--- src/rtl/bram_capture_ctrl.sv ---
// bram_capture_ctrl
//   Sequences one block RAM used as a capture buffer for filter output samples.
//   Capture: arm -> wait for trigger -> write len strobed samples from address 0.
//   Readout: dump stored samples in address order over a valid/ready stream,
//   one word per three cycles (issue read, wait for RAM, hold for handshake).
//
// Ports
//   clock, i_reset          clock (rising edge), async active-low reset
//   i_arm, i_abort, i_dump  one-cycle control pulses (abort > arm > others)
//   i_trigger               capture start, looked at only while ARMED
//   i_capture_len           sample count, latched on accepted arm (0 or >depth -> depth)
//   i_sample_valid/i_sample filter sample stream
//   o_ram_we/_wr_addr/_wr_data   RAM write port
//   o_ram_re/_rd_addr, i_ram_rd_data  RAM read port, 1-cycle read latency
//   o_dump_data/_valid/_last, i_dump_ready  readout stream
//   o_busy, o_done, o_count, o_state  status / debug
module bram_capture_ctrl #(
  parameter int RAM_WIDTH = 32,
  parameter int RAM_DEPTH = 32000,
  parameter int ADDR_W    = 16
) (
  input  logic                 clock,
  input  logic                 i_reset,
  input  logic                 i_arm,
  input  logic                 i_abort,
  input  logic                 i_trigger,
  input  logic [ADDR_W-1:0]    i_capture_len,
  input  logic                 i_sample_valid,
  input  logic [RAM_WIDTH-1:0] i_sample,
  input  logic                 i_dump,
  output logic [ADDR_W-1:0]    o_ram_wr_addr,
  output logic [RAM_WIDTH-1:0] o_ram_wr_data,
  output logic                 o_ram_we,
  output logic [ADDR_W-1:0]    o_ram_rd_addr,
  output logic                 o_ram_re,
  input  logic [RAM_WIDTH-1:0] i_ram_rd_data,
  output logic [RAM_WIDTH-1:0] o_dump_data,
  output logic                 o_dump_valid,
  input  logic                 i_dump_ready,
  output logic                 o_dump_last,
  output logic                 o_busy,
  output logic                 o_done,
  output logic [ADDR_W-1:0]    o_count,
  output logic [2:0]           o_state
);

  typedef enum logic [2:0] {
    S_IDLE     = 3'd0,
    S_ARMED    = 3'd1,
    S_CAPTURE  = 3'd2,
    S_DONE     = 3'd3,
    S_RD_ISSUE = 3'd4,
    S_RD_WAIT  = 3'd5,
    S_RD_HOLD  = 3'd6
  } state_e;

  // Length is one bit wider than an address so a full-depth capture fits
  // even when RAM_DEPTH == 2**ADDR_W.
  localparam logic [ADDR_W:0] DEPTH_L = (ADDR_W+1)'(RAM_DEPTH);

  state_e               state_q, state_d;
  logic [ADDR_W-1:0]    wr_ptr_q, wr_ptr_d;   // write address; also the sample count
  logic [ADDR_W-1:0]    rd_ptr_q, rd_ptr_d;
  logic [ADDR_W:0]      len_q, len_d;
  logic [RAM_WIDTH-1:0] dump_data_q, dump_data_d;

  logic            we, last_wr, rd_last, accept;
  logic [ADDR_W:0] wr_cnt_inc, len_clamped;

  always_comb begin
    len_clamped = {1'b0, i_capture_len};
    if (i_capture_len == '0 || len_clamped > DEPTH_L) len_clamped = DEPTH_L;
  end

  // Abort suppresses the write in its own cycle.
  assign we         = i_sample_valid & ~i_abort &
                      ((state_q == S_CAPTURE) | ((state_q == S_ARMED) & i_trigger));
  assign wr_cnt_inc = {1'b0, wr_ptr_q} + (ADDR_W+1)'(1);
  assign last_wr    = we & (wr_cnt_inc == len_q);
  assign rd_last    = (rd_ptr_q == wr_ptr_q - ADDR_W'(1));
  assign accept     = (state_q == S_RD_HOLD) & i_dump_ready;

  always_comb begin
    state_d     = state_q;
    wr_ptr_d    = wr_ptr_q;
    rd_ptr_d    = rd_ptr_q;
    len_d       = len_q;
    dump_data_d = dump_data_q;
    if (we) wr_ptr_d = wr_ptr_q + ADDR_W'(1);
    if (i_abort) begin
      state_d = S_IDLE;
    end else if (i_arm && (state_q == S_IDLE || state_q == S_DONE)) begin
      state_d  = S_ARMED;
      wr_ptr_d = '0;
      len_d    = len_clamped;
    end else begin
      case (state_q)
        S_IDLE:     ;
        // A sample coincident with the trigger is already written; with
        // len==1 that single write completes the capture.
        S_ARMED:    if (i_trigger) state_d = last_wr ? S_DONE : S_CAPTURE;
        S_CAPTURE:  if (last_wr) state_d = S_DONE;
        S_DONE: begin
          if (i_dump) begin
            rd_ptr_d = '0;
            state_d  = S_RD_ISSUE;
          end
        end
        S_RD_ISSUE: state_d = S_RD_WAIT;
        S_RD_WAIT: begin
          dump_data_d = i_ram_rd_data;
          state_d     = S_RD_HOLD;
        end
        S_RD_HOLD: begin
          if (accept) begin
            if (rd_last) begin
              state_d = S_DONE;
            end else begin
              rd_ptr_d = rd_ptr_q + ADDR_W'(1);
              state_d  = S_RD_ISSUE;
            end
          end
        end
        default:    state_d = S_IDLE;
      endcase
    end
  end

  always_ff @(posedge clock or negedge i_reset) begin
    if (!i_reset) begin
      state_q     <= S_IDLE;
      wr_ptr_q    <= '0;
      rd_ptr_q    <= '0;
      len_q       <= '0;
      dump_data_q <= '0;
    end else begin
      state_q     <= state_d;
      wr_ptr_q    <= wr_ptr_d;
      rd_ptr_q    <= rd_ptr_d;
      len_q       <= len_d;
      dump_data_q <= dump_data_d;
    end
  end

  assign o_ram_we      = we;
  assign o_ram_wr_addr = wr_ptr_q;
  assign o_ram_wr_data = i_sample;
  assign o_ram_re      = (state_q == S_RD_ISSUE);
  assign o_ram_rd_addr = rd_ptr_q;
  assign o_dump_data   = dump_data_q;
  assign o_dump_valid  = (state_q == S_RD_HOLD);
  assign o_dump_last   = o_dump_valid & rd_last;
  assign o_busy        = (state_q == S_ARMED) | (state_q == S_CAPTURE) |
                         (state_q == S_RD_ISSUE) | (state_q == S_RD_WAIT) |
                         (state_q == S_RD_HOLD);
  assign o_done        = (state_q == S_DONE);
  assign o_count       = wr_ptr_q;
  assign o_state       = state_q;

endmodule

--- config.mk ---
export PLATFORM = sky130hd
export DESIGN_NAME = bram_capture_ctrl
export DESIGN_NICKNAME = d
export VERILOG_FILES = /design/src/rtl/bram_capture_ctrl.sv
export SDC_FILE = /design/constraint.sdc
export NUM_CORES = 1
export LEC_CHECK = 0
export BUFFER_PORTS_ARGS = -buffer_cell sky130_fd_sc_hd__buf_2
export CORE_UTILIZATION = 45
export CTS_CLUSTER_DIAMETER = 120
export DETAILED_ROUTE_END_ITERATION = 10
export GPL_TIMING_DRIVEN = 1
export PLACE_DENSITY = 0.75
export SYNTH_ARGS = -nofsm -noshare
export SYNTH_HDL_FRONTEND = slang
export SYNTH_SLANG_ARGS = --single-unit
--- constraint.sdc ---
create_clock -name clock -period 7.4 [get_ports clock]
set_input_delay 0 -clock clock [delete_from_list [all_inputs] [get_ports clock]]
set_output_delay 0 -clock clock [all_outputs]
set_load 0.02 [all_outputs]
# Yosys cells after proc, flatten, opt, wreduce, memory -nomap -nowiden
# Index checks and enable logic that the tools add are counted.
# word_totals
regBits	84
wordCells	66
# classes
addsub	4
order_cmp	1
eq_ne	16
muxes	17
n_bitwise	13
reduce_logical	10
# ops
operator	count
2-to-1 mux 16 bit	7
adder 16 x 1 -> 16 bit (second input constant)	2
one-hot mux 16 bit (2 select lines)	1
2-to-1 mux 3 bit	7
one-hot mux 3 bit (7 select lines)	1
adder 16 x 1 -> 17 bit (second input constant)	1
equality test 17 bit	1
equality test 16 bit	1
greater-than comparator 16 x 15 -> 1 bit (second input constant)	1
logical NOT 16 bit	1
subtractor 16 x 1 -> 16 bit (second input constant)	1
equality test 3 bit (second input constant)	3
!= test 4 bit (second input constant)	2
AND 1 bit	6
equality test 3 x 2 -> 1 bit (second input constant)	2
AND reduction 6 bit	1
bitwise OR 1 bit	5
AND reduction 5 bit	1
!= test 2 bit (second input constant)	2
!= test 4 x 2 -> 1 bit (second input constant)	1
!= test 4 x 3 -> 1 bit (second input constant)	1
equality test 3 x 1 -> 1 bit (second input constant)	1
logical NOT 3 bit	1
!= test 3 x 2 -> 1 bit (second input constant)	1
8 further kinds	10

# Logic depth before layout (Yosys ltp)
# Gate-level depths: netlist (run 1).
# depth
depth_word	10
ltp_mapped	13

# Worst setup path after synthesis (run 1)
# No wires, ideal clock.
# synth_path
kind	register to register
from	register wr_ptr_q[0] (netlist: o_count[0])
to	register rd_ptr_q[12] (netlist: o_ram_rd_addr[12])
setup_ns	0.119
t_arrival_ns	2.877
t_required_ns	7.281
setup_slack_ns	4.405
stages_incl_launch_ff	14
n_path_buf	2
path_cell_list	dfrtp_1 -> buf_6 -> inv_1 -> ha_1 -> or4b_1 -> nor3_2 -> xor2_1 -> o221a_2 -> o21ai_1 -> nand4_4 -> a21oi_4 -> buf_6 -> nor4_1 -> o21a_1
# synth_via
elab_chain_len	4
# synth_lines
item	line	text
start, declared	62	logic [ADDR_W-1:0] wr_ptr_q, wr_ptr_d;
start signal, assigned	138	wr_ptr_q <= wr_ptr_d;
subtractor 16 x 1 -> 16 bit	80	assign rd_last = (rd_ptr_q == wr_ptr_q - ADDR_W'(1));
equality test 16 bit	80	
!= test 2 bit (no source line)	n/a	
AND reduction 6 bit (no source line)	n/a	
end signal, assigned	139	rd_ptr_q <= rd_ptr_d;
end, declared	63	logic [ADDR_W-1:0] rd_ptr_q, rd_ptr_d;
# Every way passes these cells.
# A chain may end at the register's enable or synchronous reset.

# Worst setup path in the final report (run 1)
# Ends and elaborated chain as after synthesis.

==> results of run 1 <==
-- cell type report --
class,instances,area [sq um],share of cell area
well taps,143,179,0.0279
repair buffers,195,1230,0.191
clock inverters,5,52.6,0.00818
flip-flops and latches,83,2080,0.323
multi-input cells,380,2610,0.406
clock buffers,11,243,0.0378
inverters,10,37.5,0.00584
-- Yosys cell counts, types with 11 or more instances --
cell,instances,area (sq um)
dfrtp_1,83,2080
buf_4,49,368
nand2_1,40,150
mux2_2,32,360
a21oi_1,31,155
clkbuf_1,28,105
nand3_1,28,140
xnor2_1,26,228
nor2_1,25,93.8
o21ai_0,22,110
or3_1,22,138
xor2_1,18,158
and3_1,14,87.6
o21ai_1,11,55.1
-- cell families (layout without fill, tap and decap cells) --
kind of cell               count (synthesis)  count (layout)
DFF                                       83              83
xor gates and xnor gates                  44              44
buffers and inverters                     93             221
and+or+nand+nor                          185             185
adders and majority gates                  3               3
AOI/OAI and AO/OA                        112             112
muxes                                     36              36
-- how the worst max path moves through the flow --
| stage | cells past startpoint | endpoint |
|---|---|---|
| floorplan | 13 | o_ram_rd_addr[12] |
| global placement | 9 | o_ram_rd_addr[12] |
| detailed placement | 11 | o_ram_rd_addr[12] |
| CTS | 11 | o_ram_rd_addr[12] |
| global route | 11 | o_ram_rd_addr[12] |
| finish | 11 | o_ram_rd_addr[12] |
-- layer usage --
layer	part of all wire	track usage	routed length, um
met5	0	0	0
met4	0.028	0.119	404
met3	0.072	0.0569	1020
met2	0.47	0.397	6710
met1	0.43	0.310	6060
-- where the power goes --
part / leakage, nW / internal [mW] / switching [mW]
Sequential: 1.13 / 0.494 / 0.0557
Combinational: 1.85 / 0.169 / 0.209
Clock: 0.145 / 0.269 / 0.181
Total: 3.12 / 0.932 / 0.445
-- registers in the layout, summed over array words and instances, names as in the netlist --
signal / count
o_dump_data: 32
o_count: 16
o_state: 3
len_q: 16
o_ram_rd_addr: 16
-- metrics by stage --
stage	instances	setup slack (ns)
final	827	3.98
after global routing	827	3.72
after CTS	827	3.98
after detailed placement	762	4.01
after global placement	762	4.16
after floorplan	556	4.40
-- critical path: stages, from the launching register on --
cell,delay [ns]
dfrtp_1,0.51
inv_1,0.11
ha_1,0.22
or4b_1,0.56
nor3_2,0.28
xor2_1,0.12
o221a_2,0.27
o21ai_1,0.20
nand4_4,0.17
a21oi_4,0.55
nor4_1,0.13
o21a_1,0.19
-- layout by cell type, fill, tap and decap left out, drive strengths merged, types with 4 or more instances in the layout --
cell type / instances
buf: 146
dfrtp: 83
dlygate4sd3: 49
nand2: 40
o21ai: 33
mux2: 32
a21oi: 32
nand3: 28
xnor2: 26
nor2: 25
or3: 23
xor2: 18
and3: 14
clkbuf: 11
nor4: 11
nor3: 10
inv: 9
a22o: 9
nand4: 8
or4: 7
o22a: 6
nand2b: 4
mux2i: 4
a31oi: 4
clkinv: 4
-- what timing repair did --
item / in CTS / in global routing
endpoints found under the setup margin: 0 / 0
hold buffers: 49 / 0
gates resized for setup: 0 / 0
hold endpoints to repair: 131 / 0
==> results.sh, run 1 <==
export IMPL_numCtsBuffers=9
export IMPL_cts_root_buf="clkbuf_16"
export IMPL_final_nets=770
export IMPL_drt_initial_drc_count=307
export IMPL_drv_cap=0
export IMPL_endpoint_kind="flip-flop"
export IMPL_ir_drop_uv=120
export IMPL_synth_fa_ha_area_frac=0.00716
export IMPL_placeableCoreArea_sq_um=11400
export IMPL_synth_compound_area_frac=0.142
export IMPL_dp_final_hpwl_um=9260
export IMPL_syn2layout_area_growth_pct=22.5
export IMPL_grt_pass1_vias=4592
export IMPL_fin_util=0.565
export IMPL_hold_start="i_sample[28]"
export IMPL_whs_ns=0.00000701
export IMPL_hold_class="in -> out"
export IMPL_min_period_ns=3.42
export IMPL_r2r_start="o_count[0]"
export IMPL_fillers=968
export IMPL_grt_pass1_wl_um=22800
export IMPL_startpoint="o_count[0]"
export IMPL_synth_main_ff_cell="dfrtp_1"
export IMPL_hold_viol=0
export IMPL_fp_dieH_um=110
export IMPL_worst_slew_pin_slew_ns=1.06
export IMPL_path_max_fanout=28
export IMPL_p_per_area_nw_per_um2=214
export IMPL_antenna_found_initial=0
export IMPL_critPathKind="reg -> reg"
export IMPL_reg2reg_depth=11
export IMPL_synth_area_sq_um=5240
export IMPL_arrival_ns=3.65
export IMPL_ant_nets=0
export IMPL_antenna_cells=0
export IMPL_syn_nets=647
export IMPL_num_io_pins=209
export IMPL_first_pass_iters=5
export IMPL_power_leakage_nw=3.12
export IMPL_clk_pin_slew_ns=0.06
export IMPL_die_area_sq_um=12100
export IMPL_synth_xor_area_frac=0.0735
export IMPL_clkLatencyLatePin_ns=0.34
export IMPL_yosysWarnings=0
export IMPL_grt_setup_unrepaired="no"
export IMPL_clockBufferDepth=2
export IMPL_die_w_um=110
export IMPL_synth_top_family_by_area="simple AND/OR/NAND/NOR gates"
export IMPL_yosysUniqueCellTypes=62
export IMPL_vias=4757
export IMPL_drt_total_wl_um=14200
export IMPL_r2r_end="o_ram_rd_addr[12]"
export IMPL_status="completed"
export IMPL_gp_congestion=0.855
export IMPL_maxSlewViolCount=0
export IMPL_grt_util_all_layers=0.246
export IMPL_place_area_sq_um=5640
export IMPL_syn_inst=556
export IMPL_cts_setup_buffers=0
export IMPL_ys_seq_elements=83
export IMPL_finalClockSkew_ns=0.00869
export IMPL_cts_sinks=83
export IMPL_fmax_mhz=292
export IMPL_setup_viol=0
export IMPL_fin_crit_sh=0.462
export IMPL_cts_tree="done"
export IMPL_slew_headroom=0.296
export IMPL_regToRegSetupSlack_ns=3.98
export IMPL_synth_area_per_cell_sq_um=9.43
export IMPL_drc_errors=0
export IMPL_synthMuxAreaShare=0.0764
export IMPL_viasPerCell=5.75
export IMPL_tns_ns=0
export IMPL_min_path_cells=0
export IMPL_design_area_sq_um=6420
export IMPL_crit_path_start_kind="flip-flop"
export IMPL_htreeDepth=3
export IMPL_io_buffers=144
export IMPL_rows=39
export IMPL_wire_per_inst_um=17.2
export IMPL_initial_core_util=0.461
export IMPL_finalPower_mw=1.38
export IMPL_hold_path_endpoint="o_ram_wr_data[28]"
export IMPL_synth_edf_count=0
export IMPL_synth_simple_gate_area_frac=0.197
export IMPL_ys_seq_area_frac=0.396
export IMPL_required_ns=7.63
export IMPL_grt_max_degree=84
export IMPL_grt_overflow=0
export IMPL_drive_gt1_frac=0.301
export IMPL_synth_async_reset_ratio=1.00
Note: power is estimated with default switching activity, not from simulation.
==> run 2: changes to the inputs <==
ABC_AREA = 1   (was default)
PLACE_DENSITY = 0.73   (was 0.75)
clock period = 3.3 ns   (was 7.4 ns; I/O delays follow)
==> results.sh, run 2 <==
export IMPL_endpoint_kind="output pin"
export IMPL_grt_pass1_wl_um=25700
export IMPL_critPathKind="reg -> out"
export IMPL_synth_commonest_cells="nand2_1 (157), dfrtp_1 (83), inv_1 (71)"
export IMPL_ir_drop_uv=406
export IMPL_drv_cap=0
export IMPL_initial_core_util=0.461
export IMPL_met2_usage=0.406
export IMPL_tns_ns=0
export IMPL_dp_cells=986
export IMPL_drt_initial_drc_count=345
export IMPL_synth_main_ff_cell="dfrtp_1"
export IMPL_maxSlewViolCount=0
export IMPL_clkLatencyLatePin_ns=0.35
export IMPL_dp_final_hpwl_um=10900
export IMPL_ys_seq_area_frac=0.357
export IMPL_required_ns=3.30
export IMPL_slew_headroom=0.485
export IMPL_wire_per_inst_um=15.0
export IMPL_ys_seq_elements=83
export IMPL_yosysTopAreaCell="dfrtp_1"
export IMPL_yosysWarnings=0
export IMPL_syn2layout_area_growth_pct=21.2
export IMPL_cts_sinks=83
export IMPL_grt_overflow=0
export IMPL_antenna_found_initial=0
export IMPL_clockBufferDepth=2
export IMPL_synth_async_reset_ratio=1.00
export IMPL_fmax_mhz=377
export IMPL_cts_root_buf="clkbuf_16"
export IMPL_cts_tree="done"
export IMPL_final_common_cell="nand2_1"
export IMPL_grt_busiest_layer="met2"
export IMPL_synth_area_leaders="dfrtp_1 (36%), nand2_1 (10%), buf_4 (6.7%)"
export IMPL_grt_setup_unrepaired="no"
export IMPL_viasPerCell=5.15
export IMPL_final_nets=964
export IMPL_hold_class="in -> out"
export IMPL_hold_viol=0
export IMPL_slowest_delay_ns=0.64
export IMPL_yosysUniqueCellTypes=50
export IMPL_grt_max_degree=60
export IMPL_finalClockSkew_ns=0.00979
export IMPL_drive_gt1_frac=0.290
export IMPL_io_buffers=144
export IMPL_use_met3=0.0549
export IMPL_die_area_sq_um=13400
export IMPL_path_max_fanout=12
export IMPL_finalPower_mw=3.00
export IMPL_largest_reg_flops=32
export IMPL_syn_inst=740
export IMPL_num_io_pins=209
export IMPL_rows=41
export IMPL_power_leakage_nw=3.72
export IMPL_cts_setup_buffers=0
export IMPL_min_period_ns=2.65
export IMPL_status="finished with violations"
export IMPL_crit_chain="inv_4 -> ha_1 -> xor2_1 -> o21a_1 -> o21ai_0 -> a21oi_1 -> nand2_1 -> nor3_1 -> nand4_1 -> nor2_1 -> buf_2"
export IMPL_fillers=1175
export IMPL_clk_pin_slew_ns=0.07
export IMPL_arrival_ns=2.65
export IMPL_ctsResizeCount=0
export IMPL_fin_util=0.558
export IMPL_met1_usage=0.317
export IMPL_layout_common_cells="nand2_1 (157), buf_2 (143), dfrtp_1 (83)"
export IMPL_violations="design-rule violations"
export IMPL_synth_area_per_cell_sq_um=7.86
export IMPL_synth_most_common_cell="nand2_1"
export IMPL_ant_nets=0
export IMPL_netlist_area_leader_share=0.357
export IMPL_drt_total_wl_um=15700
export IMPL_first_pass_iters=8
export IMPL_place_area_sq_um=6260
export IMPL_syn_nets=831
export IMPL_vias=5404
export IMPL_stdcell_count=1050
export IMPL_synth_edf_count=0
export IMPL_cp_top_family="flip-flops"
export IMPL_antenna_cells=0
export IMPL_gp_congestion=0.874
export IMPL_p_per_area_nw_per_um2=425
export IMPL_worst_slew_pin_slew_ns=0.772
export IMPL_whs_ns=0.00000882
export IMPL_synth_area_sq_um=5810
export IMPL_fin_crit_sh=0.804
export IMPL_setup_viol=0
export IMPL_grt_util_all_layers=0.249
export IMPL_placeableCoreArea_sq_um=12600
export IMPL_grt_pass1_vias=5195
export IMPL_design_area_sq_um=7050
export IMPL_fp_dieH_um=116
export IMPL_dp_slack_ns=0.718
export IMPL_htreeDepth=3
export IMPL_numCtsBuffers=9
export IMPL_timing_final_ws_setup_ns=0.647
export IMPL_drc_errors=2
export IMPL_cts_hold_buffers=48
export IMPL_critPathBufInv=2
export IMPL_die_w_um=116
export IMPL_crit_path_start_kind="flip-flop"
export IMPL_cp_slowest_cell="dfrtp_1"
-- run 2: cell types whose count changed in the layout (fill, tap and decap cells not counted), moves of 14 or more --
| cell | delta |
|---|---|
| or3_1 | -22 |
| inv_1 | +62 |
| xnor2_1 | -19 |
| nand3_1 | +30 |
| nand2_1 | +117 |
| nor2_2 | +14 |
| o21ai_0 | +15 |
| nor2_1 | +34 |
-- run 2: worst paths after layout --
kind	cells after the start	slack, ns	endpoint	startpoint
worst max register to register	12	0.65	o_ram_rd_addr[7]	o_count[0]
min in group asynchronous	2	0.27	o_dump_data[8]	i_reset
worst max-delay path	11	0.65	o_dump_last	o_count[0]
worst min register to register	2	0.49	len_q[10]	len_q[10]
max in group asynchronous	3	2.22	o_dump_data[31]	i_reset
worst min-delay path	0	0.000009	o_ram_wr_data[30]	i_sample[30]
-- run 2: kinds of logic after synthesis --
logic type,count (synthesis),share of synthesized area
AOI/OAI and AO/OA,86,0.0945
xor gates and xnor gates,27,0.0456
adders and majority gates,3,0.00646
buffers and inverters,154,0.142
DFF,83,0.357
muxes,32,0.0620
and+or+nand+nor,355,0.292
-- run 2: metal layers --
layer	vias to the layer above	wire length, um
met3	30	1020
met5	-	0
met4	0	340
met1	2536	6800
li1	2635	-
met2	203	7570
-- run 2: worst register-to-register path: stages, from the launching register on --
cell and delay (ns):
dfrtp_1 0.64, inv_4 0.11, ha_1 0.35, xor2_1 0.16, o21a_1 0.16, nand2_1 0.07, nand3b_1 0.19, nor2_2 0.15
nand3_2 0.10, nand2_4 0.26, inv_2 0.14, nand4_1 0.10, o21ai_0 0.09
-- run 2: final cells by class --
type                            instances  area [sq um]  area share
Timing Repair Buffer                  196          1230       0.175
Clock inverter                          7          82.6      0.0117
Multi-Input combinational cell        503          2910       0.413
Inverter                               80           305      0.0433
Sequential cell                        83          2080       0.295
Clock buffer                            9           225      0.0320
Tap cell                              172           215      0.0305
-- run 2: where the power goes --
part,leakage [nW],switching [mW],internal (mW)
logic,2.48,0.474,0.310
clock network,0.151,0.464,0.600
registers,1.08,0.0851,1.06
==> run 3: changes to the inputs <==
clock period = 2.5 ns   (was 3.3 ns; I/O delays follow)
==> results.sh, run 3 (synthesis results as in run 2) <==
export IMPL_status="finished with violations"
export IMPL_violations="design-rule violations"
export IMPL_fmax_mhz=430
export IMPL_finalPower_mw=3.89
export IMPL_hold_start="i_sample[30]"
export IMPL_hold_path_endpoint="o_ram_wr_data[30]"
export IMPL_ant_nets=0
export IMPL_final_nets=980
export IMPL_timing_final_ws_setup_ns=0.173
export IMPL_place_area_sq_um=6350
export IMPL_path_max_fanout=14
export IMPL_fin_util=0.571
export IMPL_ir_drop_uv=396
export IMPL_drt_total_wl_um=16000
export IMPL_io_buffers=144
export IMPL_crit_path_start_kind="flip-flop"
export IMPL_grt_max_degree=52
export IMPL_grt_overflow=0
export IMPL_maxSlewViolCount=0
export IMPL_power_leakage_nw=3.78
export IMPL_drc_errors=2
export IMPL_drive_gt1_frac=0.315
export IMPL_first_pass_iters=8
export IMPL_drv_cap=0
export IMPL_cts_sinks=83
export IMPL_grt_util_all_layers=0.252
export IMPL_die_area_sq_um=13400
export IMPL_slew_headroom=0.549
export IMPL_numCtsBuffers=9
export IMPL_vias=5482
export IMPL_min_path_cells=0
export IMPL_grt_pass1_wl_um=25900
export IMPL_fin_crit_sh=0.931
export IMPL_critPathKind="reg -> reg"
export IMPL_cts_tree="done"
export IMPL_finalClockSkew_ns=0.00639
export IMPL_cp_slowest_cell="dfrtp_2"
export IMPL_dp_slack_ns=0.120
export IMPL_hold_class="in -> out"
export IMPL_fp_dieH_um=116
export IMPL_antenna_cells=0
export IMPL_clk_pin_slew_ns=0.06
export IMPL_r2r_start="o_count[3]"
export IMPL_endpoint_kind="flip-flop"
export IMPL_initial_core_util=0.461
export IMPL_dp_final_hpwl_um=11300
export IMPL_rows=41
export IMPL_reg2reg_depth=13
export IMPL_die_w_um=116
export IMPL_crit_chain="buf_4 -> nor2_2 -> nand2_2 -> nor2_4 -> nand2_1 -> xor2_2 -> nand3b_1 -> nor2_2 -> nand3_2 -> nand2_4 -> buf_12 -> nand2_1 -> o31ai_2"
export IMPL_drt_initial_drc_count=293
export IMPL_worst_slew_pin_slew_ns=0.676
export IMPL_clockBufferDepth=2
export IMPL_setup_viol=0
export IMPL_gp_congestion=0.904
export IMPL_final_common_cell="nand2_1"
export IMPL_tns_ns=0
export IMPL_largest_reg_flops=32
export IMPL_required_ns=2.76
export IMPL_slowest_delay_ns=0.49
export IMPL_num_io_pins=209
export IMPL_p_per_area_nw_per_um2=540
export IMPL_hold_viol=0
export IMPL_placeableCoreArea_sq_um=12600
export IMPL_design_area_sq_um=7200
export IMPL_arrival_ns=2.59
export IMPL_regToRegSetupSlack_ns=0.17
export IMPL_min_period_ns=2.33
export IMPL_antenna_found_initial=0
export IMPL_layout_common_cells="nand2_1 (157), buf_2 (142), dfrtp_1 (76)"
export IMPL_r2r_end="o_ram_rd_addr[11]"
export IMPL_syn2layout_area_growth_pct=23.8
export IMPL_viasPerCell=5.14
export IMPL_cts_root_buf="clkbuf_16"
export IMPL_grt_pass1_vias=5264
export IMPL_wire_per_inst_um=15.0
export IMPL_clkLatencyLatePin_ns=0.36
export IMPL_htreeDepth=3
-- run 3: final cells by class --
class / count / area [sq um]
fill: 1175 / 5420
multi-input combinational: 503 / 2940
sequential: 83 / 2090
timing repair buffer: 212 / 1370
inverter: 80 / 308
clock buffer: 11 / 243
tap: 172 / 215
clock inverter: 5 / 37.5
-- run 3: per-layer routing --
metal | vias to the layer above | track usage | part of all wire
met1 | 2527 | 0.320 | 0.43
met3 | 36 | 0.0445 | 0.068
met2 | 244 | 0.426 | 0.48
met5 | - | 0 | 0
met4 | 0 | 0.106 | 0.026
li1 | 2675 | - | -
-- run 3: worst max-delay path by stage --
| stage | endpoint | startpoint | slack [ns] | depth (start not counted) |
|---|---|---|---|---|
| final | o_ram_rd_addr[11] | o_count[3] | 0.17 | 13 |
| after CTS | o_dump_last | o_count[0] | 0.01 | 11 |
| after floorplan | o_ram_rd_addr[4] | o_count[0] | 0.28 | 13 |
| after global routing | o_ram_rd_addr[11] | o_count[3] | -0.01 | 13 |
| after detailed placement | o_ram_rd_addr[0] | o_count[3] | 0.12 | 13 |
| after global placement | o_state[1] | o_count[6] | 0.10 | 13 |
-- run 3: power by group --
part / internal (mW) / switching [mW]
Clock: 0.704 / 0.581
Sequential: 1.41 / 0.0995
Combinational: 0.438 / 0.657
Total: 2.55 / 1.34
-- run 3: critical path: cells and delay by family (launching register included) --
family / cells / cell delay [ns]
AOI/OAI and AO/OA: 1 / 0.07
xor gates and xnor gates: 1 / 0.19
buffers and inverters: 2 / 0.34
DFF: 1 / 0.49
and+or+nand+nor: 9 / 1.15
-- run 3: per-stage QoR --
step / instances / hold slack (ns)
after CTS: 1062 / 0.000137
after global placement: 997 / 0.000137
final: 1066 / 0.00000882
after floorplan: 740 / -0.296
after detailed placement: 997 / 0.000137
after global routing: 1066 / 0.0000508
-- run 3: timing repair --
| item | in CTS | in global routing |
|---|---|---|
| hold buffers | 49 | 0 |
| endpoints found under the setup margin | 1 | 19 |
| gates resized for setup | 1 | 15 |
| setup buffers | 0 | 4 |
| hold endpoints to repair | 97 | 0 |
| gates cloned | 0 | 0 |
| pin swaps | 0 | 5 |
